### config.mk
export PLATFORM = sky130hd
export DESIGN_NAME = wb_arbiter
export DESIGN_NICKNAME = d
export VERILOG_FILES = /design/src/rtl/wb_arbiter_pkg.sv /design/src/rtl/rr_pick3.sv /design/src/rtl/wb_arbiter.sv
export SDC_FILE = /design/constraint.sdc
export NUM_CORES = 1
export LEC_CHECK = 0
export ABC_AREA = 1
export CORE_UTILIZATION = 33
export DETAILED_ROUTE_END_ITERATION = 10
export PLACE_DENSITY = 0.8
export RECOVER_POWER = 100
export SLEW_MARGIN = 15
export SYNTH_ARGS = -nofsm -noshare
export SYNTH_HDL_FRONTEND = slang
export SYNTH_SLANG_ARGS = --single-unit
### constraint.sdc
create_clock -name clock -period 1 [get_ports clock]
set_input_delay 0.15 -clock clock [delete_from_list [all_inputs] [get_ports clock]]
set_output_delay 0.15 -clock clock [all_outputs]
set_load 0.03 [all_outputs]
### src/rtl/wb_arbiter_pkg.sv
`default_nettype none
// ============================================================================
// Module   : wb_arbiter_pkg
// Brief    : Shared pipeline constants, unit indices and helpers for writeback.
// Revision : 1.0 - initial release
// ============================================================================
package wb_arbiter_pkg;

    localparam int REG_ADDR_W = 5;
    localparam int DATA_W     = 32;
    localparam int NUM_UNITS  = 3;

    typedef enum logic [1:0] {
        UNIT_ALU = 2'd0,
        UNIT_SHF = 2'd1,
        UNIT_MEM = 2'd2
    } unit_e;

    function automatic logic [1:0] onehot_to_idx(input logic [NUM_UNITS-1:0] oh);
        logic [1:0] idx;
        idx = 2'd0;
        if (oh[UNIT_SHF]) idx = UNIT_SHF;
        if (oh[UNIT_MEM]) idx = UNIT_MEM;
        return idx;
    endfunction

endpackage
`default_nettype wire

### src/rtl/rr_pick3.sv
`default_nettype none
// ============================================================================
// Module   : rr_pick3
// Brief    : Three-way round-robin pick; search starts just after ptr
//            (ptr 2 and the illegal value 3 both restart the search at 0).
// Revision : 1.0 - initial release
// ============================================================================
module rr_pick3 (
    input  logic [2:0] req,
    input  logic [1:0] ptr,
    output logic [2:0] grant
);

    logic [1:0] start;

    always_comb begin
        grant = 3'b000;
        start = (ptr >= 2'd2) ? 2'd0 : ptr + 2'd1;
        case (start)
            2'd0: begin
                if      (req[0]) grant = 3'b001;
                else if (req[1]) grant = 3'b010;
                else if (req[2]) grant = 3'b100;
            end
            2'd1: begin
                if      (req[1]) grant = 3'b010;
                else if (req[2]) grant = 3'b100;
                else if (req[0]) grant = 3'b001;
            end
            default: begin
                if      (req[2]) grant = 3'b100;
                else if (req[0]) grant = 3'b001;
                else if (req[1]) grant = 3'b010;
            end
        endcase
    end

endmodule
`default_nettype wire

### src/rtl/wb_arbiter.sv
`default_nettype none
// ============================================================================
// Module   : wb_arbiter
// Brief    : Writeback arbiter for ALU/SHF/MEM onto the register-file write
//            port. Define WB_ARB_ROUND_ROBIN_EN for round-robin; otherwise
//            fixed priority MEM > ALU > SHF.
// Revision : 1.0 - initial release
// ============================================================================
module wb_arbiter
    import wb_arbiter_pkg::*;
(
    input  logic                  clock,
    input  logic                  reset,
    input  logic                  wb_stall,
    input  logic                  alu_wb_req,
    input  logic                  shf_wb_req,
    input  logic                  mem_wb_req,
    input  logic [REG_ADDR_W-1:0] alu_wb_addr,
    input  logic [REG_ADDR_W-1:0] shf_wb_addr,
    input  logic [REG_ADDR_W-1:0] mem_wb_addr,
    input  logic [DATA_W-1:0]     alu_wb_data,
    input  logic [DATA_W-1:0]     shf_wb_data,
    input  logic [DATA_W-1:0]     mem_wb_data,
    output logic                  alu_wb_grant,
    output logic                  shf_wb_grant,
    output logic                  mem_wb_grant,
    output logic                  wb_reg_writereg,
    output logic [REG_ADDR_W-1:0] wb_reg_addr,
    output logic [DATA_W-1:0]     wb_reg_data,
    output logic                  wb_sb_clear
);

    logic [NUM_UNITS-1:0]  req_vec;
    logic [NUM_UNITS-1:0]  pick_vec;
    logic [NUM_UNITS-1:0]  grant_vec;
    logic                  grant_any;
    logic [REG_ADDR_W-1:0] sel_addr;
    logic [DATA_W-1:0]     sel_data;

    logic                  writereg_q, writereg_d;
    logic [REG_ADDR_W-1:0] addr_q, addr_d;
    logic [DATA_W-1:0]     data_q, data_d;
    logic                  sb_clear_q, sb_clear_d;

    always_comb begin
        req_vec           = '0;
        req_vec[UNIT_ALU] = alu_wb_req;
        req_vec[UNIT_SHF] = shf_wb_req;
        req_vec[UNIT_MEM] = mem_wb_req;
    end

`ifdef WB_ARB_ROUND_ROBIN_EN
    logic [1:0] last_grant_q, last_grant_d;

    rr_pick3 u_rr_pick3 (
        .req   (req_vec),
        .ptr   (last_grant_q),
        .grant (pick_vec)
    );

    always_comb begin
        last_grant_d = last_grant_q;
        if (grant_any) last_grant_d = onehot_to_idx(grant_vec);
    end

    always_ff @(posedge clock) begin
        if (reset) last_grant_q <= UNIT_MEM;
        else       last_grant_q <= last_grant_d;
    end
`else
    always_comb begin
        pick_vec = '0;
        if      (req_vec[UNIT_MEM]) pick_vec[UNIT_MEM] = 1'b1;
        else if (req_vec[UNIT_ALU]) pick_vec[UNIT_ALU] = 1'b1;
        else if (req_vec[UNIT_SHF]) pick_vec[UNIT_SHF] = 1'b1;
    end
`endif

    // Stall or reset blocks acceptance outright, so no requester is retired.
    assign grant_vec = (reset || wb_stall) ? '0 : pick_vec;
    assign grant_any = |grant_vec;

    assign alu_wb_grant = grant_vec[UNIT_ALU];
    assign shf_wb_grant = grant_vec[UNIT_SHF];
    assign mem_wb_grant = grant_vec[UNIT_MEM];

    always_comb begin
        sel_addr = '0;
        sel_data = '0;
        if (grant_vec[UNIT_ALU]) begin
            sel_addr = alu_wb_addr;
            sel_data = alu_wb_data;
        end else if (grant_vec[UNIT_SHF]) begin
            sel_addr = shf_wb_addr;
            sel_data = shf_wb_data;
        end else if (grant_vec[UNIT_MEM]) begin
            sel_addr = mem_wb_addr;
            sel_data = mem_wb_data;
        end
    end

    // Writes to register 0 are dropped but still retire the scoreboard entry.
    always_comb begin
        writereg_d = grant_any && (sel_addr != '0);
        sb_clear_d = grant_any;
        addr_d     = grant_any ? sel_addr : addr_q;
        data_d     = grant_any ? sel_data : data_q;
    end

    always_ff @(posedge clock) begin
        if (reset) begin
            writereg_q <= 1'b0;
            addr_q     <= '0;
            data_q     <= '0;
            sb_clear_q <= 1'b0;
        end else begin
            writereg_q <= writereg_d;
            addr_q     <= addr_d;
            data_q     <= data_d;
            sb_clear_q <= sb_clear_d;
        end
    end

    assign wb_reg_writereg = writereg_q;
    assign wb_reg_addr     = addr_q;
    assign wb_reg_data     = data_q;
    assign wb_sb_clear     = sb_clear_q;

endmodule
`default_nettype wire

==> flow_results.xml, run 1 <==
<?xml version="1.0" encoding="UTF-8"?>
<metrics>
  <group name="run_status">
    <metric name="outcome" unit="">finished, final reports clean</metric>
  </group>
  <group name="drt">
    <metric name="drc" unit="">0</metric>
    <metric name="drt_first_iter_violations" unit="">85</metric>
    <metric name="antenna_left" unit="">0</metric>
    <metric name="drt_pre_antenna_iters" unit="">4</metric>
    <metric name="vias_per_cell" unit="">5.10</metric>
    <metric name="postRouteWirelength" unit="mm">7.61</metric>
    <metric name="via_count" unit="">2677</metric>
    <metric name="detail_route.wl_per_cell" unit="um">14.5</metric>
  </group>
  <group name="sta">
    <metric name="finalClockSkew" unit="ns">0</metric>
    <metric name="headroom_to_the_max_slew_limit" unit="%">81.8</metric>
    <metric name="worst_pin_slew" unit="ns">0.272</metric>
    <metric name="timing.final.setup_violations" unit="">0</metric>
    <metric name="final-hold-violation-count" unit="">0</metric>
    <metric name="fin_ws" unit="ns">0.0223</metric>
    <metric name="maxSlewViolCount" unit="">0</metric>
    <metric name="min_period_over_period" unit="%">97.8</metric>
    <metric name="timing.fmax" unit="GHz">1.02</metric>
    <metric name="final_period_minus_worst_setup_slack" unit="ns">0.978</metric>
    <metric name="grt_setup_unrepaired" unit="">false</metric>
  </group>
  <group name="synth">
    <metric name="synth_fp_nets" unit="">387</metric>
    <metric name="synth_fa_ha_area_share" unit="%">0</metric>
    <metric name="synth_mux_area_share" unit="%">0</metric>
    <metric name="post_synth_instance_area" unit="mm2">0.00198</metric>
    <metric name="yosysWarnings" unit="">0</metric>
    <metric name="synth_compound_gate_area_share" unit="%">0.442</metric>
    <metric name="postSynth.asyncResetShare" unit="%">0</metric>
    <metric name="synth_xor_xnor_area_share" unit="%">0</metric>
    <metric name="synth_sequential_area_ratio" unit="%">39.4</metric>
    <metric name="syn_area_per_cell" unit="um2">7.35</metric>
    <metric name="yosys.area_share.simple" unit="%">50.7</metric>
    <metric name="number_of_enable_flip_flop_cells_after_synthesis" unit="">0</metric>
    <metric name="synthCells" unit="">270</metric>
    <metric name="largest_family_of_logic_cells_by_synthesized_area" unit="">simple AND/OR/NAND/NOR gates</metric>
    <metric name="synth_top_flop_cell" unit="">dfxtp_1</metric>
    <metric name="ys_seq_elements" unit="">39</metric>
    <metric name="netlist-cell-type-count" unit="">18</metric>
  </group>
  <group name="critical_path">
    <metric name="rr_endpoint" unit="">wb_reg_data[30]</metric>
    <metric name="rr_startpoint" unit="">wb_reg_data[30]</metric>
    <metric name="setup.reg_to_reg.worst_slack" unit="ns">0.35</metric>
    <metric name="worst_path_largest_cell_delay" unit="ns">0.24</metric>
    <metric name="reg2regPathDepth" unit="">2</metric>
    <metric name="worst_path_cell_trace" unit="">dlygate4sd2_1, inv_2, nor2_4, nand3_4, inv_4, buf_4, buf_6, nand2_1, nand4_1</metric>
    <metric name="startpoint_type" unit="">primary input</metric>
    <metric name="slowest_stage" unit="">dlygate4sd2_1</metric>
    <metric name="criticalPathCategory" unit="">in2reg</metric>
    <metric name="timing.critical_path.to_type" unit="">register</metric>
    <metric name="critPathRequiredTime" unit="ns">1.14</metric>
    <metric name="timing.critical_path.fanout_max" unit="">16</metric>
    <metric name="timing.critical_path.arrival" unit="ns">1.12</metric>
  </group>
  <group name="floorplanning">
    <metric name="fp.dieH" unit="um">79.5</metric>
    <metric name="top_level_i_o_count" unit="">159</metric>
    <metric name="die_width" unit="um">79.5</metric>
    <metric name="start_util" unit="%">35.2</metric>
    <metric name="core-area" unit="mm2">0.00564</metric>
    <metric name="floorplan.die_area" unit="mm2">0.00632</metric>
    <metric name="site_row_count" unit="">27</metric>
  </group>
  <group name="flow_run">
    <metric name="timing.max_cap.violations" unit="">0</metric>
  </group>
  <group name="grt">
    <metric name="grt_overflow_total" unit="">0</metric>
    <metric name="gr-usage-all-layers" unit="%">24.0</metric>
    <metric name="grt_antenna_before_repair" unit="">0</metric>
    <metric name="vias_in_the_first_global_route" unit="">2565</metric>
    <metric name="global_route_wire_length_before_repair" unit="mm">12.0</metric>
    <metric name="grt_start_max_net_pins" unit="">21</metric>
  </group>
  <group name="power_and_ir_drop">
    <metric name="cellPowerDensity" unit="mW/mm2">1070</metric>
    <metric name="power.share.switching" unit="%">29.8</metric>
    <metric name="power_frac_clock" unit="%">23.5</metric>
    <metric name="vdd_drop_max" unit="mV">0.542</metric>
    <metric name="p_leak" unit="uW">0.00165</metric>
    <metric name="internal_power" unit="uW">2900</metric>
    <metric name="power.share.sequential" unit="%">42.9</metric>
    <metric name="total_switching_power" unit="uW">1230</metric>
    <metric name="combinationalPowerShare" unit="%">33.6</metric>
  </group>
  <group name="placement">
    <metric name="placement.io_buffers" unit="">158</metric>
    <metric name="placed_area" unit="mm2">0.00375</metric>
    <metric name="place_congestion" unit="">0.832</metric>
    <metric name="place_hpwl" unit="mm">5.79</metric>
    <metric name="dp_slack" unit="ns">-0.606</metric>
  </group>
  <group name="layout">
    <metric name="layout.nets" unit="">571</metric>
    <metric name="multi_input_comb_area" unit="mm2">0.00101</metric>
    <metric name="areaGrowthSynthToFinish" unit="%">95.2</metric>
    <metric name="layout_commonest_cell" unit="">clkdlybuf4s50_1</metric>
    <metric name="layout.cells.most_common_list" unit="">clkdlybuf4s50_1 (111), nand2_1 (102), nand4_1 (81)</metric>
    <metric name="diodes" unit="">0</metric>
    <metric name="nFillCells" unit="">471</metric>
    <metric name="final_cell_utilization_of_the_core" unit="%">68.6</metric>
    <metric name="sequential_cell_area" unit="um2">782</metric>
    <metric name="design_area" unit="mm2">0.00387</metric>
    <metric name="drive_above_1_share" unit="%">23.0</metric>
  </group>
  <group name="worst_hold_path">
    <metric name="min-delay-path-class" unit="">in2reg</metric>
    <metric name="holdPathStages" unit="">5</metric>
    <metric name="worstHoldEndpoint" unit="">wb_reg_addr[0]</metric>
    <metric name="timing.hold.worst.start" unit="">mem_wb_req</metric>
  </group>
  <group name="clock_network">
    <metric name="tritoncts.num_buffers" unit="">5</metric>
    <metric name="cts_tree" unit="">done</metric>
    <metric name="clock_tree.htree_level_count" unit="">2</metric>
    <metric name="max-clock-path-buffers" unit="">2</metric>
    <metric name="clk_latency" unit="ns">0.29</metric>
    <metric name="cts_hold_repair.buffers" unit="">0</metric>
    <metric name="numClockSinks" unit="">39</metric>
    <metric name="clkSlewWorstSetupHoldPaths" unit="ns">0.08</metric>
    <metric name="cts_root_buffer" unit="">clkbuf_8</metric>
  </group>
</metrics>
[cell usage after synthesis, types with 3 or more instances]
cell	n	area, um2
buf_6	6	67.6
inv_2	3	11.3
inv_1	4	15.0
nand3_1	5	25.0
nand2_1	102	383
clkbuf_1	3	11.3
nor2_1	6	22.5
buf_4	5	37.5
buf_2	5	25.0
dfxtp_1	39	781
nand4_1	81	507
[through the flow]
step	instances	TNS, ns	hold WS [ns]	total power (uW)
floorplan	270	0	0.280	2340
global placement	510	-22.57	0.464	3170
detailed placement	510	-23.78	0.473	3190
CTS	525	0	0.373	4180
global route	525	0	0.380	4330
finish	525	0	0.359	4130
[routing by layer]
| metal | GRT usage, % | up-vias | part of all wire (%) |
|---|---|---|---|
| met1 | 27.3 | 1228 | 39 |
| met5 | 0 | - | 0 |
| met2 | 44.3 | 118 | 52 |
| li1 | - | 1325 | - |
| met3 | 6.74 | 6 | 8.3 |
| met4 | 4.73 | 0 | 0.79 |
[registers in the layout, summed over array words and instances, names as in the netlist]
| name | count |
|---|---|
| wb_reg_data | 32 |
| wb_reg_writereg | 1 |
| wb_sb_clear | 1 |
| wb_reg_addr | 5 |
[power by group through the flow]
| stage | sequential, uW | clock, uW | combinational (uW) |
|---|---|---|---|
| floorplan | 2060 | 0 | 273 |
| global route | 1780 | 1070 | 1470 |
| detailed placement | 1800 | 0 | 1380 |
| finish | 1770 | 971 | 1390 |
| global placement | 1800 | 0 | 1370 |
| CTS | 1770 | 1000 | 1410 |
[cells by family after synthesis]
group           count (synthesis)
buf+inv                        30
compound gates                  1
flops                          39
simple gates                  200
[cell type report]
cell class / count / area share (%)
Inverter: 9 / 1.20
Multi-Input combinational cell: 201 / 26.2
Sequential cell: 39 / 20.2
Tap cell: 72 / 2.33
Clock buffer: 6 / 1.87
Timing Repair Buffer: 198 / 48.2
[how the worst max path moves through the flow]
stage	from	end
floorplan	reset	wb_reg_data[13]
global placement	reset	wb_reg_data[3]
detailed placement	reset	wb_reg_data[30]
CTS	mem_wb_req	wb_reg_data[30]
global route	shf_wb_req	wb_reg_data[23]
finish	shf_wb_req	wb_reg_data[30]
[worst max-delay path, delay by kind of cell]
family | cells | cell delay (ns)
and+or+nand+nor | 4 | 0.31
buffers and inverters | 5 | 0.65
[timing repair]
action	CTS	global route
buffers inserted	9	0
setup endpoints to repair	42	27
gates resized for setup	23	8
pin swaps	3	3
Power figures use the tool's default switching activity.
==> inputs of run 2 (changes only) <==
--- a/config.mk
+++ b/config.mk
@@ -6,10 +6,13 @@
 export NUM_CORES = 1
 export LEC_CHECK = 0
 export ABC_AREA = 1
+export CAP_MARGIN = 20
+export CORE_ASPECT_RATIO = 1.1
 export CORE_UTILIZATION = 33
 export DETAILED_ROUTE_END_ITERATION = 10
 export PLACE_DENSITY = 0.8
 export RECOVER_POWER = 100
+export SETUP_SLACK_MARGIN = 0.05
 export SLEW_MARGIN = 15
 export SYNTH_ARGS = -nofsm -noshare
 export SYNTH_HDL_FRONTEND = slang
==> run 2 against run 1 <==
  * First-iteration DRC count grew 26%
  * Combinational power up 8%
  * Global-route usage is 0.52 points lower
  * Hold slack got worse by 0.0088 ns
  * Die area is essentially flat
  * Cell area grew 6.0%
  * Sequential cell count stayed put
  * Power rose by 5.1%
  * Register-to-register slack gained 0.02 ns
  * Sequential share of layout area down 0.16 points
  * Critical path depth decreased by 3
  * Clock skew unchanged
  * Largest cell class unchanged
==> flow_results.xml, run 2 (synthesis results as in run 1) <==
<?xml version="1.0" encoding="UTF-8"?>
<metrics>
  <group name="layout">
    <metric name="fin_cells" unit="">527</metric>
    <metric name="drive_above_1_share" unit="%">29.6</metric>
    <metric name="largest_register_ff_count" unit="">32</metric>
    <metric name="diodes" unit="">0</metric>
    <metric name="layout_commonest_cell" unit="">clkdlybuf4s50_1</metric>
    <metric name="layout.nets" unit="">566</metric>
    <metric name="final_cell_utilization_of_the_core" unit="%">71.1</metric>
    <metric name="layout.cells.most_common_list" unit="">clkdlybuf4s50_1 (111), nand2_1 (102), nand4_1 (81)</metric>
    <metric name="areaGrowthSynthToFinish" unit="%">107</metric>
  </group>
  <group name="clock_network">
    <metric name="numClockSinks" unit="">39</metric>
    <metric name="tritoncts.num_buffers" unit="">5</metric>
    <metric name="cts_root_buffer" unit="">clkbuf_8</metric>
    <metric name="clkSlewWorstSetupHoldPaths" unit="ns">0.07</metric>
    <metric name="cts_tree" unit="">done</metric>
    <metric name="clk_latency" unit="ns">0.28</metric>
    <metric name="cts_hold_repair.buffers" unit="">0</metric>
    <metric name="max-clock-path-buffers" unit="">2</metric>
    <metric name="clock_tree.htree_level_count" unit="">2</metric>
  </group>
  <group name="sta">
    <metric name="timing.fmax" unit="GHz">1.05</metric>
    <metric name="min_period_over_period" unit="%">94.9</metric>
    <metric name="maxSlewViolCount" unit="">0</metric>
    <metric name="grt_setup_unrepaired" unit="">true</metric>
    <metric name="finalClockSkew" unit="ns">0</metric>
    <metric name="timing.final.setup_violations" unit="">0</metric>
    <metric name="final-hold-violation-count" unit="">0</metric>
    <metric name="worst_pin_slew" unit="ns">0.276</metric>
    <metric name="final_period_minus_worst_setup_slack" unit="ns">0.949</metric>
    <metric name="headroom_to_the_max_slew_limit" unit="%">81.6</metric>
  </group>
  <group name="placement">
    <metric name="placement.io_buffers" unit="">158</metric>
    <metric name="place_congestion" unit="">0.786</metric>
    <metric name="dp.cells" unit="">510</metric>
    <metric name="place_hpwl" unit="mm">5.68</metric>
  </group>
  <group name="grt">
    <metric name="vias_in_the_first_global_route" unit="">2650</metric>
    <metric name="grt_antenna_before_repair" unit="">0</metric>
    <metric name="grt_overflow_total" unit="">0</metric>
    <metric name="gr-usage-all-layers" unit="%">23.5</metric>
    <metric name="global_route_wire_length_before_repair" unit="mm">12.1</metric>
    <metric name="grt_start_max_net_pins" unit="">21</metric>
  </group>
  <group name="power_and_ir_drop">
    <metric name="cellPowerDensity" unit="mW/mm2">1060</metric>
    <metric name="vdd_drop_max" unit="mV">0.604</metric>
    <metric name="power.share.sequential" unit="%">41.8</metric>
    <metric name="total_switching_power" unit="uW">1290</metric>
    <metric name="power_frac_clock" unit="%">23.6</metric>
    <metric name="internal_power" unit="uW">3050</metric>
    <metric name="combinationalPowerShare" unit="%">34.5</metric>
    <metric name="power" unit="uW">4340</metric>
    <metric name="p_leak" unit="uW">0.00170</metric>
    <metric name="power.share.switching" unit="%">29.7</metric>
  </group>
  <group name="floorplanning">
    <metric name="die_width" unit="um">75.9</metric>
    <metric name="top_level_i_o_count" unit="">159</metric>
    <metric name="floorplan.die_area" unit="mm2">0.00632</metric>
    <metric name="core-area" unit="mm2">0.00577</metric>
    <metric name="start_util" unit="%">34.4</metric>
    <metric name="fp.dieH" unit="um">83.3</metric>
    <metric name="site_row_count" unit="">29</metric>
  </group>
  <group name="critical_path">
    <metric name="criticalPathCategory" unit="">in2out</metric>
    <metric name="slowest_stage" unit="">buf_4</metric>
    <metric name="timing.critical_path.arrival" unit="ns">0.80</metric>
    <metric name="worst_path_largest_cell_delay" unit="ns">0.15</metric>
    <metric name="timing.critical_path.fanout_max" unit="">5</metric>
    <metric name="timing.critical_path.to_type" unit="">primary output</metric>
    <metric name="worst_path_cell_trace" unit="">buf_8, nor2_4, buf_12, nand3_4, clkinv_4, buf_4</metric>
    <metric name="startpoint_type" unit="">primary input</metric>
    <metric name="critPathRequiredTime" unit="ns">0.85</metric>
  </group>
  <group name="drt">
    <metric name="drt_first_iter_violations" unit="">107</metric>
    <metric name="vias_per_cell" unit="">5.14</metric>
    <metric name="postRouteWirelength" unit="mm">7.72</metric>
    <metric name="drc" unit="">0</metric>
    <metric name="via_count" unit="">2707</metric>
    <metric name="drt_pre_antenna_iters" unit="">4</metric>
    <metric name="detail_route.wl_per_cell" unit="um">14.7</metric>
    <metric name="antenna_left" unit="">0</metric>
  </group>
  <group name="worst_hold_path">
    <metric name="min-delay-path-class" unit="">in2reg</metric>
  </group>
  <group name="run_status">
    <metric name="outcome" unit="">finished, final reports clean</metric>
  </group>
  <group name="flow_run">
    <metric name="timing.max_cap.violations" unit="">0</metric>
  </group>
</metrics>
==> run 2: what timing repair did <==
item | 4_1_cts | 5_1_grt
gates cloned | 0 | 0
resized for setup | 38 | 68
setup buffers | 8 | 1
setup endpoints to repair | 48 | 50
pin swaps | 4 | 4
==> run 2: final timing paths <==
path / from / endpoint / slack [ns] / cells past startpoint
min: wb_stall / wb_reg_addr[3] / 0.35 / 5
min reg2reg: wb_reg_addr[0] / wb_reg_addr[0] / 0.49 / 2
max: reset / shf_wb_grant / 0.05 / 6
max reg2reg: wb_reg_data[22] / wb_reg_data[22] / 0.37 / 2
==> run 2: final cells by class <==
type / count / area, um2
Timing Repair Buffer: 193 / 2040
Fill cell: 433 / 1670
Multi-Input combinational cell: 201 / 1010
Sequential cell: 39 / 822
Tap cell: 77 / 96.3
Clock buffer: 7 / 76.3
Inverter: 9 / 48.8
Clock inverter: 1 / 5.00
==> run 2: worst max-delay path: cells and delay by family <==
family                 cells  cell delay, ns
buffers and inverters      4            0.43
AND/OR/NAND/NOR            2            0.21
==> run 2: power groups by stage <==
stage | combinational [uW] | clock [uW] | sequential [uW]
after floorplan | 274 | 0 | 2060
after global placement | 1370 | 0 | 1790
after detailed placement | 1390 | 0 | 1800
after CTS | 1430 | 1040 | 1770
after global routing | 1580 | 1130 | 1830
final | 1500 | 1030 | 1820
==> run 2: through the flow <==
step	area (um2)	hold WS, ns	TNS [ns]	setup slack [ns]
detailed placement	3760	0.475	-21.82	-0.572
finish	4100	0.350	0	0.0511
global route	4100	0.373	0	0.0230
CTS	3960	0.362	0	0.0248
floorplan	1990	0.280	0	0.0531
global placement	3760	0.464	-19.16	-0.497
==> run 2: metal layers <==
layer | wire length, um | GRT usage, % | vias to the layer above
met4 | 155 | 8.39 | 0
met5 | 0 | 0 | -
li1 | - | - | 1312
met2 | 4130 | 43.2 | 112
met1 | 2980 | 25.7 | 1267
met3 | 462 | 6.26 | 16
==> inputs of run 3 (changes only) <==
--- a/config.mk
+++ b/config.mk
@@ -12,8 +12,9 @@
 export DETAILED_ROUTE_END_ITERATION = 10
 export PLACE_DENSITY = 0.8
 export RECOVER_POWER = 100
+export REMOVE_ABC_BUFFERS = 1
 export SETUP_SLACK_MARGIN = 0.05
-export SLEW_MARGIN = 15
+export SLEW_MARGIN = 40
 export SYNTH_ARGS = -nofsm -noshare
 export SYNTH_HDL_FRONTEND = slang
 export SYNTH_SLANG_ARGS = --single-unit
==> run 3 against run 2 <==
  * Cell area grew 1.9%
  * Clock skew unchanged
  * Critical path depth did not move
  * Global-route usage is 1.8 points higher
  * Sequential share of layout area fell by 0.49 points
  * Power up 1.2%
  * Sequential cell count stayed put
  * Wire length rose by 4.2%
  * Clock power up 5%
  * Largest cell class unchanged
  * Largest power group unchanged
==> flow_results.xml, run 3 (synthesis results as in run 1) <==
<?xml version="1.0" encoding="UTF-8"?>
<metrics>
  <group name="floorplanning">
    <metric name="site_row_count" unit="">29</metric>
    <metric name="start_util" unit="%">34.4</metric>
    <metric name="die_width" unit="um">75.9</metric>
    <metric name="top_level_i_o_count" unit="">159</metric>
    <metric name="floorplan.die_area" unit="mm2">0.00632</metric>
    <metric name="fp.dieH" unit="um">83.3</metric>
    <metric name="core-area" unit="mm2">0.00577</metric>
  </group>
  <group name="clock_network">
    <metric name="clk_latency" unit="ns">0.29</metric>
    <metric name="cts_tree" unit="">done</metric>
    <metric name="numClockSinks" unit="">39</metric>
    <metric name="cts_hold_repair.buffers" unit="">0</metric>
    <metric name="clkSlewWorstSetupHoldPaths" unit="ns">0.08</metric>
    <metric name="max-clock-path-buffers" unit="">2</metric>
    <metric name="clock_tree.htree_level_count" unit="">2</metric>
    <metric name="cts_root_buffer" unit="">clkbuf_8</metric>
    <metric name="tritoncts.num_buffers" unit="">5</metric>
  </group>
  <group name="layout">
    <metric name="diodes" unit="">0</metric>
    <metric name="layout_commonest_cell" unit="">clkdlybuf4s50_1</metric>
    <metric name="layout.cells.most_common_list" unit="">clkdlybuf4s50_1 (111), nand2_1 (102), nand4_1 (81)</metric>
    <metric name="nFillCells" unit="">433</metric>
    <metric name="fin_cells" unit="">538</metric>
    <metric name="largest_register_ff_count" unit="">32</metric>
    <metric name="drive_above_1_share" unit="%">30.2</metric>
    <metric name="sequential_cell_area" unit="um2">817</metric>
    <metric name="multi_input_comb_area" unit="mm2">0.00102</metric>
    <metric name="areaGrowthSynthToFinish" unit="%">111</metric>
    <metric name="layout.nets" unit="">577</metric>
  </group>
  <group name="sta">
    <metric name="finalClockSkew" unit="ns">0</metric>
    <metric name="headroom_to_the_max_slew_limit" unit="%">79.8</metric>
    <metric name="fin_ws" unit="ns">0.00787</metric>
    <metric name="timing.fmax" unit="GHz">1.01</metric>
    <metric name="min_period_over_period" unit="%">99.2</metric>
    <metric name="timing.final.setup_violations" unit="">0</metric>
    <metric name="final-hold-violation-count" unit="">0</metric>
    <metric name="maxSlewViolCount" unit="">0</metric>
    <metric name="grt_setup_unrepaired" unit="">true</metric>
    <metric name="final_period_minus_worst_setup_slack" unit="ns">0.992</metric>
    <metric name="worst_pin_slew" unit="ns">0.302</metric>
  </group>
  <group name="critical_path">
    <metric name="startpoint_type" unit="">primary input</metric>
    <metric name="timing.critical_path.fanout_max" unit="">3</metric>
    <metric name="rr_startpoint" unit="">wb_reg_data[24]</metric>
    <metric name="startpoint" unit="">wb_stall</metric>
    <metric name="timing.critical_path.to_type" unit="">primary output</metric>
    <metric name="critPathRequiredTime" unit="ns">0.85</metric>
    <metric name="timing.critical_path.arrival" unit="ns">0.84</metric>
    <metric name="criticalPathCategory" unit="">in2out</metric>
  </group>
  <group name="power_and_ir_drop">
    <metric name="power" unit="uW">4390</metric>
    <metric name="cellPowerDensity" unit="mW/mm2">1050</metric>
    <metric name="vdd_drop_max" unit="mV">0.595</metric>
    <metric name="p_leak" unit="uW">0.00175</metric>
  </group>
  <group name="drt">
    <metric name="via_count" unit="">2750</metric>
    <metric name="drt_first_iter_violations" unit="">137</metric>
    <metric name="drc" unit="">0</metric>
    <metric name="postRouteWirelength" unit="mm">8.05</metric>
    <metric name="detail_route.wl_per_cell" unit="um">15.0</metric>
    <metric name="vias_per_cell" unit="">5.11</metric>
    <metric name="antenna_left" unit="">0</metric>
    <metric name="drt_pre_antenna_iters" unit="">4</metric>
  </group>
  <group name="grt">
    <metric name="grt_start_max_net_pins" unit="">21</metric>
    <metric name="gr-usage-all-layers" unit="%">25.3</metric>
    <metric name="vias_in_the_first_global_route" unit="">2725</metric>
    <metric name="grt_antenna_before_repair" unit="">0</metric>
    <metric name="grt_overflow_total" unit="">0</metric>
    <metric name="global_route_wire_length_before_repair" unit="mm">12.8</metric>
  </group>
  <group name="placement">
    <metric name="dp_slack" unit="ns">-0.562</metric>
    <metric name="place_congestion" unit="">0.846</metric>
    <metric name="place_hpwl" unit="mm">5.94</metric>
    <metric name="dp.cells" unit="">523</metric>
    <metric name="placement.io_buffers" unit="">158</metric>
  </group>
  <group name="flow_run">
    <metric name="timing.max_cap.violations" unit="">0</metric>
  </group>
  <group name="run_status">
    <metric name="outcome" unit="">finished, final reports clean</metric>
  </group>
  <group name="worst_hold_path">
    <metric name="min-delay-path-class" unit="">in2reg</metric>
    <metric name="timing.hold.worst.start" unit="">reset</metric>
  </group>
</metrics>
==> run 3: cell count changes in the layout (fill, tap and decap cells not counted), moves of 2 or more <==
cell      change
buf_4        +11
dfxtp_2       -7
dfxtp_1       +6
buf_12        -3
clkinv_4      -2
inv_8         +2
==> run 3: timing repair <==
item                                   CTS  global route
endpoints found under the hold margin    0             0
setup buffers                            8             0
setup endpoints to repair               70            56
pin swaps                                3             4
gates resized for setup                 79            31
==> run 3: critical path: stages <==
cell and delay (ns):
buf_6 0.09, nor2_4 0.16, buf_12 0.14, nand3_4 0.09
inv_8 0.08, buf_6 0.12
==> run 3: worst paths after layout <==
path / end / slack [ns] / cells past startpoint
setup / recovery: shf_wb_grant / 0.008 / 6
hold / removal: wb_reg_data[21] / 0.32 / 5
setup reg to reg: wb_reg_data[24] / 0.37 / 2
hold reg to reg: wb_reg_addr[0] / 0.49 / 2
==> run 3: per-layer routing <==
layer  GRT usage [%]  share of wire (%)
met3            5.82                5.5
met2            46.9                 53
met1            27.6                 39
met5               0                  0
met4            9.97                2.9
==> run 3: layout make-up <==
type | instances | area share [%]
timing repair buffer | 204 | 50.4
clock buffer | 6 | 1.74
clock inverter | 2 | 0.299
inverter | 9 | 1.23
sequential | 39 | 19.6
tap | 77 | 2.31
multi-input combinational | 201 | 24.5
==> run 3: metrics by stage <==
step	util (%)	instance area, um2	hold WS, ns	TNS, ns
after floorplan	-	1830	0.281	-21.87
after global placement	66.3	3820	0.463	-20.42
after detailed placement	66.3	3820	0.468	-21.89
after CTS	71.5	4120	0.319	0
after global routing	72.4	4180	0.340	-0.0351
final	72.4	4180	0.320	0
==> run 3: power by group <==
group | total (uW) | switching, uW | internal [uW]
sequential | 1810 | 99.5 | 1710
clock | 1080 | 587 | 488
combinational | 1510 | 656 | 849
total | 4390 | 1340 | 3050
